## src/rtl/dcache_miss_ctrl.sv

```systemverilog
// dcache_miss_ctrl: miss-status holding registers for the 32-entry direct-mapped dcache.
// Takes up to two load misses per cycle, merges duplicate blocks, issues BUS_LOAD
// requests to memory and drives the cache fill port when tagged data returns.
// Optional feature macro: DMEM_NEXTLINE_PF_EN adds a next-line prefetch on each new
// demand allocation; with it undefined only demand misses are tracked.
module dcache_miss_ctrl #(
  parameter int MSHR_N    = 4,
  parameter int IDX_W     = 5,
  parameter int TAG_W     = 8,
  parameter int DATA_W    = 64,
  parameter int MEM_TAG_W = 4
) (
  input  logic                   clock,
  input  logic                   reset,
  input  logic [1:0]             miss_req,
  input  logic [2*IDX_W-1:0]     miss_idx,
  input  logic [2*TAG_W-1:0]     miss_tag,
  output logic [1:0]             miss_ready,
  output logic [1:0]             proc2mem_command,
  output logic [63:0]            proc2mem_addr,
  input  logic [MEM_TAG_W-1:0]   mem2proc_response,
  input  logic [MEM_TAG_W-1:0]   mem2proc_tag,
  input  logic [DATA_W-1:0]      mem2proc_data,
  output logic                   ld_en,
  output logic [IDX_W-1:0]       ld_idx,
  output logic [TAG_W-1:0]       ld_tag,
  output logic [DATA_W-1:0]      ld_data,
  output logic                   mshr_full
);

  typedef enum logic [1:0] {
    FREE       = 2'd0,
    WAIT_ISSUE = 2'd1,
    WAIT_MEM   = 2'd2
  } mshr_state_e;

  localparam logic [1:0] BUS_NONE = 2'd0;
  localparam logic [1:0] BUS_LOAD = 2'd1;

  // Isolates the lowest set bit, which is how every "lowest-numbered entry" pick is made.
  function automatic logic [MSHR_N-1:0] lowest_bit(input logic [MSHR_N-1:0] m);
    return m & (~m + MSHR_N'(1));
  endfunction

  mshr_state_e          state_q [MSHR_N];
  mshr_state_e          state_d [MSHR_N];
  logic [IDX_W-1:0]     idx_q   [MSHR_N];
  logic [IDX_W-1:0]     idx_d   [MSHR_N];
  logic [TAG_W-1:0]     tag_q   [MSHR_N];
  logic [TAG_W-1:0]     tag_d   [MSHR_N];
  logic [MEM_TAG_W-1:0] mtag_q  [MSHR_N];
  logic [MEM_TAG_W-1:0] mtag_d  [MSHR_N];
  logic                 full_d;

  logic [IDX_W-1:0]     req_idx [2];
  logic [TAG_W-1:0]     req_tag [2];

  logic [1:0]           hit;
  logic                 same_blk;
  logic                 need0;
  logic                 need1;
  logic                 ready0;
  logic                 ready1;
  logic [MSHR_N-1:0]    free_mask;
  logic [MSHR_N-1:0]    issue_mask;
  logic [MSHR_N-1:0]    fill_mask;
  logic [MSHR_N-1:0]    issue_oh;
  logic [MSHR_N-1:0]    fill_oh;
  logic [MSHR_N-1:0]    alloc0_oh;
  logic [MSHR_N-1:0]    alloc1_oh;
  logic [MSHR_N-1:0]    alloc_pf_oh;
  logic [MSHR_N-1:0]    rem_after0;
  logic [MSHR_N-1:0]    rem_after1;
  logic [IDX_W-1:0]     pf_idx;
  logic [TAG_W-1:0]     pf_tag;

  assign req_idx[0] = miss_idx[IDX_W-1:0];
  assign req_idx[1] = miss_idx[2*IDX_W-1:IDX_W];
  assign req_tag[0] = miss_tag[TAG_W-1:0];
  assign req_tag[1] = miss_tag[2*TAG_W-1:TAG_W];

  // Classify entries and detect requests that hit an in-flight block (including one filling now).
  always_comb begin
    free_mask  = '0;
    issue_mask = '0;
    fill_mask  = '0;
    hit        = '0;
    for (int i = 0; i < MSHR_N; i++) begin
      free_mask[i]  = (state_q[i] == FREE);
      issue_mask[i] = (state_q[i] == WAIT_ISSUE);
      fill_mask[i]  = (state_q[i] == WAIT_MEM) && (mem2proc_tag != '0) &&
                      (mtag_q[i] == mem2proc_tag);
      for (int p = 0; p < 2; p++) begin
        if ((state_q[i] != FREE) && (idx_q[i] == req_idx[p]) && (tag_q[i] == req_tag[p])) begin
          hit[p] = 1'b1;
        end
      end
    end
  end

  assign issue_oh = lowest_bit(issue_mask);
  assign fill_oh  = lowest_bit(fill_mask);

  // Demand allocation: port 0 takes the lowest free entry, port 1 the next one; a port-1
  // request for the same block as port 0 rides on port 0's outcome.
  always_comb begin
    same_blk   = miss_req[0] && (req_idx[0] == req_idx[1]) && (req_tag[0] == req_tag[1]);
    need0      = miss_req[0] && !hit[0];
    need1      = miss_req[1] && !hit[1] && !same_blk;
    alloc0_oh  = need0 ? lowest_bit(free_mask) : '0;
    rem_after0 = free_mask & ~alloc0_oh;
    alloc1_oh  = need1 ? lowest_bit(rem_after0) : '0;
    rem_after1 = rem_after0 & ~alloc1_oh;
    ready0     = !need0 || (|free_mask);
    ready1     = same_blk ? ready0 : (!need1 || (|rem_after0));
  end

`ifdef DMEM_NEXTLINE_PF_EN
  logic             pf_src_valid;
  logic             pf_wrap;
  logic             pf_dup;
  logic [IDX_W-1:0] pf_src_idx;
  logic [TAG_W-1:0] pf_src_tag;

  // Next-line prefetch for the highest-priority new demand allocation, skipped when the
  // block is already tracked, is being allocated now, or would run past the top tag.
  always_comb begin
    pf_src_valid = (|alloc0_oh) || (|alloc1_oh);
    pf_src_idx   = (|alloc0_oh) ? req_idx[0] : req_idx[1];
    pf_src_tag   = (|alloc0_oh) ? req_tag[0] : req_tag[1];
    pf_wrap      = &pf_src_idx;
    pf_idx       = pf_src_idx + IDX_W'(1);
    pf_tag       = pf_wrap ? (pf_src_tag + TAG_W'(1)) : pf_src_tag;
    pf_dup       = 1'b0;
    for (int i = 0; i < MSHR_N; i++) begin
      if (!free_mask[i] && (idx_q[i] == pf_idx) && (tag_q[i] == pf_tag)) begin
        pf_dup = 1'b1;
      end
    end
    if ((|alloc0_oh) && (req_idx[0] == pf_idx) && (req_tag[0] == pf_tag)) begin
      pf_dup = 1'b1;
    end
    if ((|alloc1_oh) && (req_idx[1] == pf_idx) && (req_tag[1] == pf_tag)) begin
      pf_dup = 1'b1;
    end
    alloc_pf_oh = '0;
    if (pf_src_valid && !(pf_wrap && (&pf_src_tag)) && !pf_dup) begin
      alloc_pf_oh = lowest_bit(rem_after1);
    end
  end
`else
  assign alloc_pf_oh = '0;
  assign pf_idx      = '0;
  assign pf_tag      = '0;
`endif

  // Per-entry next state: issue acceptance, fill release and new allocations touch
  // disjoint entries, so their order here does not matter.
  always_comb begin
    full_d = 1'b1;
    for (int i = 0; i < MSHR_N; i++) begin
      state_d[i] = state_q[i];
      idx_d[i]   = idx_q[i];
      tag_d[i]   = tag_q[i];
      mtag_d[i]  = mtag_q[i];
      if (issue_oh[i] && (mem2proc_response != '0)) begin
        state_d[i] = WAIT_MEM;
        mtag_d[i]  = mem2proc_response;
      end
      if (fill_oh[i]) begin
        state_d[i] = FREE;
      end
      if (alloc0_oh[i]) begin
        state_d[i] = WAIT_ISSUE;
        idx_d[i]   = req_idx[0];
        tag_d[i]   = req_tag[0];
      end
      if (alloc1_oh[i]) begin
        state_d[i] = WAIT_ISSUE;
        idx_d[i]   = req_idx[1];
        tag_d[i]   = req_tag[1];
      end
      if (alloc_pf_oh[i]) begin
        state_d[i] = WAIT_ISSUE;
        idx_d[i]   = pf_idx;
        tag_d[i]   = pf_tag;
      end
      if (state_d[i] == FREE) begin
        full_d = 1'b0;
      end
    end
  end

  // Bus request, fill port and ready outputs; all held quiet while reset is asserted.
  always_comb begin
    proc2mem_command = BUS_NONE;
    proc2mem_addr    = '0;
    ld_en            = 1'b0;
    ld_idx           = '0;
    ld_tag           = '0;
    ld_data          = '0;
    miss_ready       = reset ? 2'b00 : {ready1, ready0};
    for (int i = 0; i < MSHR_N; i++) begin
      if (issue_oh[i] && !reset) begin
        proc2mem_command = BUS_LOAD;
        proc2mem_addr    = 64'({tag_q[i], idx_q[i], 3'b000});
      end
      if (fill_oh[i] && !reset) begin
        ld_en   = 1'b1;
        ld_idx  = idx_q[i];
        ld_tag  = tag_q[i];
        ld_data = mem2proc_data;
      end
    end
  end

  // Entry registers and the registered full flag.
  always_ff @(posedge clock) begin
    if (reset) begin
      for (int i = 0; i < MSHR_N; i++) begin
        state_q[i] <= FREE;
        idx_q[i]   <= '0;
        tag_q[i]   <= '0;
        mtag_q[i]  <= '0;
      end
      mshr_full <= 1'b0;
    end else begin
      for (int i = 0; i < MSHR_N; i++) begin
        state_q[i] <= state_d[i];
        idx_q[i]   <= idx_d[i];
        tag_q[i]   <= tag_d[i];
        mtag_q[i]  <= mtag_d[i];
      end
      mshr_full <= full_d;
    end
  end

endmodule

```

## config.mk

```make
export PLATFORM = sky130hd
export DESIGN_NAME = dcache_miss_ctrl
export DESIGN_NICKNAME = d
export VERILOG_FILES = /design/src/rtl/dcache_miss_ctrl.sv
export SDC_FILE = /design/constraint.sdc
export NUM_CORES = 1
export LEC_CHECK = 0
export CORE_ASPECT_RATIO = 1.5
export CORE_MARGIN = 2
export CORE_UTILIZATION = 30
export CTS_CLUSTER_SIZE = 12
export DETAILED_ROUTE_END_ITERATION = 6
export MAX_ROUTING_LAYER = met4
export PLACE_DENSITY = 0.66
export SYNTH_ARGS = -nofsm -noshare
export SYNTH_HDL_FRONTEND = slang
export SYNTH_SLANG_ARGS = --single-unit
export TNS_END_PERCENT = 100
```

## constraint.sdc

```tcl
create_clock -name clock -period 2.41 [get_ports clock]
set_clock_uncertainty 0.1 [all_clocks]
set_input_delay 0.241 -clock clock [delete_from_list [all_inputs] [get_ports clock]]
set_output_delay 0.241 -clock clock [all_outputs]
set_load 0.05 [all_outputs]
```

Word-level counts from Yosys, hierarchy flattened
Memories as Yosys holds them, arrays and structs flattened.
Cells that the tools add are included.
Cells by class
  add/sub/neg operators: 4
  multipliers: 0
  divide/modulo/power cells: 0
  $lt $le $gt $ge: 0
  equal/unequal tests: 30
  shifts and indexed selects: 0
  muxes and demuxes: 92
  bitwise logic cells: 26
  reduce and logical (&&, ||, !) cells: 66
Operators with widths (number)
  $mux 64: 7
  $mux 8: 16
  $mux 5: 16
  $eq 8x8->1: 9
  $mux 2: 24
  $eq 5x5->1: 9
  $logic_and 1x1->1: 41
  $mux 4: 10
  $and 4x4->4: 5
  $not 4->4: 5
  $mux 1: 18
  $add 4x1->4 const B: 4
  $eq 4x4->1: 4
  $logic_not 2->1: 8
  $mux 16: 1
  $or 1x1->1: 16
  $reduce_or 4->1: 3
  $eq 2x1->1 const B: 4
  $eq 2x2->1 const B: 4
  $reduce_bool 2->1: 4
  $reduce_bool 4->1: 2
  $logic_not 1->1: 6
  $logic_or 1x1->1: 2
Storage, ports and cells
  bits in registers: 1
  bits in latches: 0
  bits in writable memories: 76
  bits in read-only memories: 0
  bits of input ports: 102
  output and inout port bits: 147
  word-level logic and storage cells: 223
  memories: 4
Memory list
  tag_q: words 4, width 8, read ports 4, clocked after memory_dff 0, write ports 4, RTL line 49  | logic [TAG_W-1:0] tag_q [MSHR_N];
  idx_q: words 4, width 5, read ports 4, clocked after memory_dff 0, write ports 4, RTL line 47  | logic [IDX_W-1:0] idx_q [MSHR_N];
  mtag_q: words 4, width 4, read ports 4, clocked after memory_dff 0, write ports 4, RTL line 51  | logic [MEM_TAG_W-1:0] mtag_q [MSHR_N];
  state_q: words 4, width 2, read ports 4, clocked after memory_dff 0, write ports 4, RTL line 45  | mshr_state_e state_q [MSHR_N];

Logic depth before layout (Yosys ltp)
An unclocked memory read counts as a cell.
  depth after elaboration: 20
  depth in mapped cells: 11
  depth with buffers taken out: 9

Least setup slack after synthesis
OpenSTA, ideal clock, no wires.
  kind: input-to-output
  start point: input mem2proc_tag[1]
  end point: output ld_idx[1]
  data arrival time: 2938 ps
  data required time: 2069 ps
  slack: -869 ps
  stages: 10
  buffers on the path: 2
  path through: buf_2 -> nor4_1 -> nor4b_1 -> nand3_1 -> inv_1 -> nor3_1 -> nand2b_1 -> nor2_1 -> clkbuf_1 -> mux2i_1
Between the ends
  cells in the longest elaborated chain, start to end: 11
  elaborated cells between the ends (all ways): 24
  classes of those cells: add/sub (1); eq/ne (4); mux (4); bitwise (2); reduce/logical (13)
RTL lines
  from (decl): RTL line 22  | input logic [MEM_TAG_W-1:0] mem2proc_tag,
  $reduce_bool 4->1: RTL line 91  | fill_mask[i] = (state_q[i] == WAIT_MEM) && (mem2proc_tag != '0) &&
  $logic_and 1x1->1 (2 in series): RTL line 91
  $not 4->4: RTL line 42  | return m & (~m + MSHR_N'(1));
  $add 4x1->4: RTL line 42
  $and 4x4->4 (*): RTL line 42
  $logic_and 1x1->1: RTL line 208  | if (fill_oh[i] && !reset) begin
  $mux 5 (3 in series): RTL line 208
  $mux 5 (*): RTL line 208
  to (decl): RTL line 25  | output logic [IDX_W-1:0] ld_idx,
Every way passes the cells marked *; elsewhere a longest branch is shown, timed or not.

==> out/results.md <==
- Sink Count: 77
- endpoint required time on the critical path: 2.07 ns
- setup tns final: -71.99 ns
- clock period minus worst slack: 3.19 ns
- area share of the largest cell type after synthesis: 0.237
- worst flop-to-flop path startpoint: tag_q[0][1]
- width of the die: 124 um
- global-route usage over all layers: 0.291
- fraction of final layout cells with drive strength greater than 1: 0.472
- number of global-route vias before repair: 7889
- worst hold endpoint: tag_q[1][6]
- Worst VDD drop: 330 uV
- Clock Latency Late Sink: 0.36 ns
- Final Cell Area: 12700 sq um
- total number of vias: 7805
- synthesized netlist cell count: 780
- CTS tree: yes
- measured slew at the worst slew-check pin: 0.585 ns
- Die Height: 184 um
- nets: 1274
- register clock-pin slew on the reported worst setup and hold paths: 0.07 ns
- most area-consuming cells after synthesis: sky130_fd_sc_hd__dfxtp_1 24%, sky130_fd_sc_hd__xnor2_1 12%, sky130_fd_sc_hd__buf_4 6.9%
- Max FO, Critical Path: 4
- post-route fraction of the period consumed by the critical path: 1.32
- kind of start point of the critical path: register
- hold path depth: 3
- number of enable flip-flop cells after synthesis: 0
- count of cell types in the netlist: 52
- top cell type by total area after synthesis: sky130_fd_sc_hd__dfxtp_1
- Warnings, synthesis: 0
- top flip-flop cell by instance count after synthesis: sky130_fd_sc_hd__dfxtp_1
- floorplan core area: 21500 sq um
- average via count per standard cell: 5.38
- final-report hold violation count: 0
- worst hold slack across all endpoints: 0.331 ns
- buffers from clock root to sink, at most: 2
- FFs w/ async S/R, synth: 0
- Syn-to-layout area delta: 95.7%
- pin count of the biggest net entering global routing: 30
- run status: finished with violations
- depth of the worst register-to-register path: 13
- Detail Placement HPWL: 23.9 mm
- # setup viols final: 148
- worst relative slew slack: 0.610
- Sequential Area: 1570 sq um
- Static Leak: 5.53 nW
- drt wl/cell: 23.0 um
- Tightest Hold Check Type: input pin to register
- WP data arrival: 2.85 ns
- Worst Setup Slack, final: -0.781 ns
- upper clock frequency limit: 313 MHz
- synthesized flop and latch total: 77
- Clk Tree Root Cell: sky130_fd_sc_hd__clkbuf_16
- # DRC: 1
- CTS HTree Levels: 3
- post-cts hold buffer count: 0
- filler cell count: 1751
- number of optimization iterations in the first detailed-route pass: 7
- number of buffers created by CTS: 9
- Overall Power: 6.69 mW
- # IOs: 249
- maxcap violations: 0
- routability-driven placement congestion ratio: 1.04
- DIE AREA: 22900 sq um
- synthesized area per cell: 8.33 sq um
- Synth Cell Area: 6500 sq um
- path type of the worst setup path: register to output pin
- detailed-route wire length: 33.3 mm
- total number of placement rows: 66
- first element of the critical path: mtag_q[0][1]
- Worst R2R Setup Slack: -0.31 ns
- Hold Startpoint: miss_tag[6]
- power density normalized to cell area: 526 nW/um^2
- endpoint of the worst register-to-register path: tag_q[2][7]
- number of I/O port buffers: 196
- violated checks: DRC, setup timing
- antenna violations before repair: 1
- count of antenna-violating nets left after detailed routing: 0
- nature of the critical path endpoint: output pin
- total area of multi-input combinational cells: 5210 sq um
- number of pins exceeding their max-slew limit in the final report: 0
- Initial Util: 0.303
- placed cell area: 11200 sq um
- DRC marker count from the first detailed-route iteration: 616
- Overflow after GRT: 0
- register area share after synthesis: 0.237
- RSZ-0062 raised after global routing: true
- global-route wire length before repair: 47.3 mm
stage by stage:
step           worst slack, ns  utilization  cells
2_1_floorplan           -0.357            -    831
3_3_place_gp             -1.16        0.524   1392
3_5_place_dp             -1.21        0.524   1392
4_1_cts                 -0.797        0.586   1449
5_1_grt                 -0.903        0.592   1450
6_report                -0.781        0.592   1450
layout make-up:
type                       count  share of cell area
inverter                      16             0.00492
sequential                    77               0.124
clock inverter                 6             0.00393
timing repair buffer         448               0.411
antenna                        1            0.000197
tap                          272              0.0268
clock buffer                  10              0.0197
multi-input combinational    620               0.409
synthesized netlist by cell type (all sizes together), types with 22 or more instances:
cell type	instances
mux2i	35
and2	66
xnor2	90
a21oi	30
xor2	39
clkbuf	25
nor2	52
o21ai	23
a22o	50
a222oi	28
dfxtp	77
buf	94
nand4	22
nand2	29
flip-flops by register name, summed over array words and instances (netlist names):
signal and flops:
state_q 8, idx_q 20, tag_q 32, mshr_full 1
mtag_q 16
layout by cell type, fill, tap and decap left out, drive strengths merged, types with 3 or more instances in the layout:
| cell type | instances |
|---|---|
| mux2i | 35 |
| mux2 | 14 |
| dfxtp | 77 |
| nor2 | 52 |
| o21ai | 23 |
| nand2b | 6 |
| clkdlybuf4s50 | 81 |
| nor3 | 6 |
| clkbuf | 12 |
| buf | 345 |
| or2 | 5 |
| and2 | 67 |
| nand3 | 6 |
| inv | 19 |
| a21o | 14 |
| xnor2 | 90 |
| a22oi | 3 |
| a222oi | 28 |
| xor2 | 39 |
| conb | 52 |
| nand2 | 29 |
| nor2b | 4 |
| a21oi | 30 |
| nor4 | 20 |
| dlygate4sd2 | 15 |
| a22o | 50 |
| nand4 | 22 |
| clkdlybuf4s15 | 5 |
layer usage:
metal  vias up  wire length, um  track usage
li1       3435                -            -
met4         0             3120        0.217
met5         -                0            -
met1      3663            10300        0.279
met2       527            16600        0.501
met3       180             3250       0.0647
where the power goes:
| part | switching [mW] | total, mW | internal [mW] | leakage, nW |
|---|---|---|---|---|
| clock | 0.661 | 1.44 | 0.778 | 0.147 |
| sequential | 0.186 | 1.66 | 1.48 | 0.638 |
| combinational | 1.91 | 3.59 | 1.68 | 4.74 |
| total | 2.76 | 6.69 | 3.93 | 5.53 |
cells by family (layout without fill, tap and decap cells):
family	after synthesis	after routing	synth area share
multiplexers	49	49	0.0787
XOR/XNOR	129	129	0.174
AO/OA/AOI/OAI	164	164	0.194
other	1	53	0.000577
buffers and inverters	135	480	0.124
AND/OR/NAND/NOR	225	226	0.191
flip-flops	77	77	0.237
worst max path at each step:
stage                     cells past startpoint                to
after global routing                          9         ld_idx[1]
final                                        10         ld_tag[1]
after global placement                       11         ld_idx[1]
after floorplan                               7  proc2mem_addr[8]
after CTS                                     9         ld_idx[1]
after detailed placement                     10         ld_idx[4]
timing repair:
item	CTS	global route
buffers inserted	33	6
pin swaps	50	47
gates cloned	9	4
setup endpoints to repair	150	150
resized for setup	148	47
critical path, cell delays in order (launching register included):
cell and delay (ns):
sky130_fd_sc_hd__dfxtp_2 0.32, sky130_fd_sc_hd__xor2_1 0.14, sky130_fd_sc_hd__or4_4 0.54, sky130_fd_sc_hd__nor4_4 0.23
sky130_fd_sc_hd__buf_4 0.19, sky130_fd_sc_hd__nor3_4 0.04, sky130_fd_sc_hd__buf_6 0.14, sky130_fd_sc_hd__buf_6 0.11
sky130_fd_sc_hd__a222oi_1 0.40, sky130_fd_sc_hd__mux2i_2 0.18, sky130_fd_sc_hd__buf_12 0.19
No activity file was read; power rests on OpenSTA's default activity.
==> variant: new RTL, config.mk and constraints unchanged <==
Build with the macro `DMEM_NEXTLINE_PF_EN` defined.
--- a/src/rtl/dcache_miss_ctrl.sv
+++ b/src/rtl/dcache_miss_ctrl.sv
@@ -5,2 +5,4 @@
 // demand allocation; with it undefined only demand misses are tracked.
+`define DMEM_NEXTLINE_PF_EN
+
 module dcache_miss_ctrl #(
Behaviour: not the same (a bounded check fails within 4 cycles, from zero or initial values).
==> variant against the original RTL <==
The run still ends with DRC, setup timing left. Cell count rose by 48%. Synthesized cell count rose by 56%. Routed wire length rose by 90%. Setup slack got worse by 2.0 ns. Cell area rose by 41%. Power rose by 75%. Non-clock buffer count rose by 205. Global-route usage rose by 11 points. First-iteration DRC count rose by 110%. Area after synthesis rose by 41%. Sequential cell count did not move. Register-to-register slack got worse by 2.5 ns. Fmax fell by 39%. Largest cell class is now multi-input gates. Highest routed layer unchanged.
==> variant: results (changes against the original RTL) <==
Run status
The run finished, with violations left. The final reports fail on DRC, setup timing.

Synth
By area the synthesized netlist is led by dfxtp_1, xnor2_1, xor2_1. Counting instances in the post-synthesis netlist gives the leading cell types as xnor2_1, xor2_1, nor2_1, nand2_1, clkbuf_1. The share of synthesized area spent on multiplexers was 0.03942 (-0.03932). The compound-gate portion of the synthesized area is 0.2297 (+0.03545). The number of different library cells in the post-synthesis netlist was 79 (+52%). The gate count after technology mapping is 1213 (+56%).

Finish
The share of layout cells above drive strength 1 is 0.4960 (+0.02443). The count of inverters not on the clock network in the layout is 24 (+8). The antenna cell count is 2 (+1). The fill cell total of the finished layout is 2605 (+49%). The non-clock buffer share of cell area is 0.4008 (-0.01065). The number of clock buffers in the layout is 11 (+1). The flip-flop and latch share of the layout cell area is 0.08651 (-0.03713).

Worst setup path
The endpoint identified for the worst register-to-register timing path is tag_q[2][0]$_SDFFE_PP0P_. The longest individual stage delay on the worst path was 0.42 ns (-0.12 ns). The cell depth of the worst flop-to-flop path is 26 (+13).

The peak fanout along the critical path was 7 (+3). In this run the critical register-to-register path is launched from tag_q[0][2]$_SDFFE_PP0P_.

Worst hold path
The startpoint identified for the worst hold timing path is mtag_q[3][1]$_SDFFE_PP0P_.

Detailed routing
The total via count in the routed design is 12.36k (+58%). The DRC violation total after the first TritonRoute iteration was 1321 (+110%). The via count normalized by instance count is 5.777 (+7.3%). The post-route DRC violation count is 23 (+22).

Pwr
The peak supply drop was 0.3774 mV (+14%).

STA
The post-route worst setup slack was -2.800 ns (-2.019 ns). The setup violation total in the final timing report came to 150 (+1.4%).

Placement
The cell total after placement is 2035 (+46%). The weighted congestion at the end of routability-driven global placement was 1.138 (+9.2%). The detailed placer's ending HPWL is 47.65 mm (+99%).

Global routing
The largest net degree at the start of global routing is 49 (+63%).

Die
The number of well taps came to 400 (+47%).
variant: worst max path at each step:
stage	start	end	slack [ns]	cells past startpoint
floorplan	idx_q[0][0]$_SDFFE_PP0P_	idx_q[1][3]$_SDFFE_PP0P_	-3.11	30
detailed placement	miss_tag[5]	tag_q[2][6]$_SDFFE_PP0P_	-4.24	30
global placement	miss_tag[5]	idx_q[3][0]$_SDFFE_PP0P_	-4.31	28
CTS	idx_q[0][0]$_SDFFE_PP0P_	tag_q[2][0]$_SDFFE_PP0P_	-2.90	29
finish	miss_tag[1]	tag_q[2][0]$_SDFFE_PP0P_	-2.80	29
global route	tag_q[0][2]$_SDFFE_PP0P_	tag_q[2][5]$_SDFFE_PP0P_	-3.01	26
variant: layer usage:
metal  track usage  routed length (um)  vias to the layer above
met5             -                   0                        -
met3       0.07850                4990                      360
met2        0.6879               30880                      854
met4        0.3683                7717                        0
met1        0.3743               19670                     5910
li1              -                   -                     5238
variant: through the flow:
step           total power [uW]  TNS, ns
4_1_cts                   11180  -174.71
3_5_place_dp               8833  -244.00
2_1_floorplan              5485  -133.65
3_3_place_gp               8846  -244.44
5_1_grt                   12020  -193.27
6_report                  11690  -173.05
variant: power by group:
| part | switching (uW) | internal, uW |
|---|---|---|
| registers | 283 | 1600 |
| logic | 4650 | 3630 |
| clock network | 677 | 846 |
| total | 5610 | 6070 |
variant: cell families (layout without fill, tap and decap cells):
| family | Yosys count | count (layout) |
|---|---|---|
| multiplexers | 35 | 35 |
| XOR/XNOR | 206 | 206 |
| flip-flops | 77 | 77 |
| buffers and inverters | 222 | 693 |
| adder cells (fa/ha/maj) | 4 | 4 |
| AO/OA/AOI/OAI | 265 | 265 |
| other | 1 | 54 |
| AND/OR/NAND/NOR | 403 | 406 |
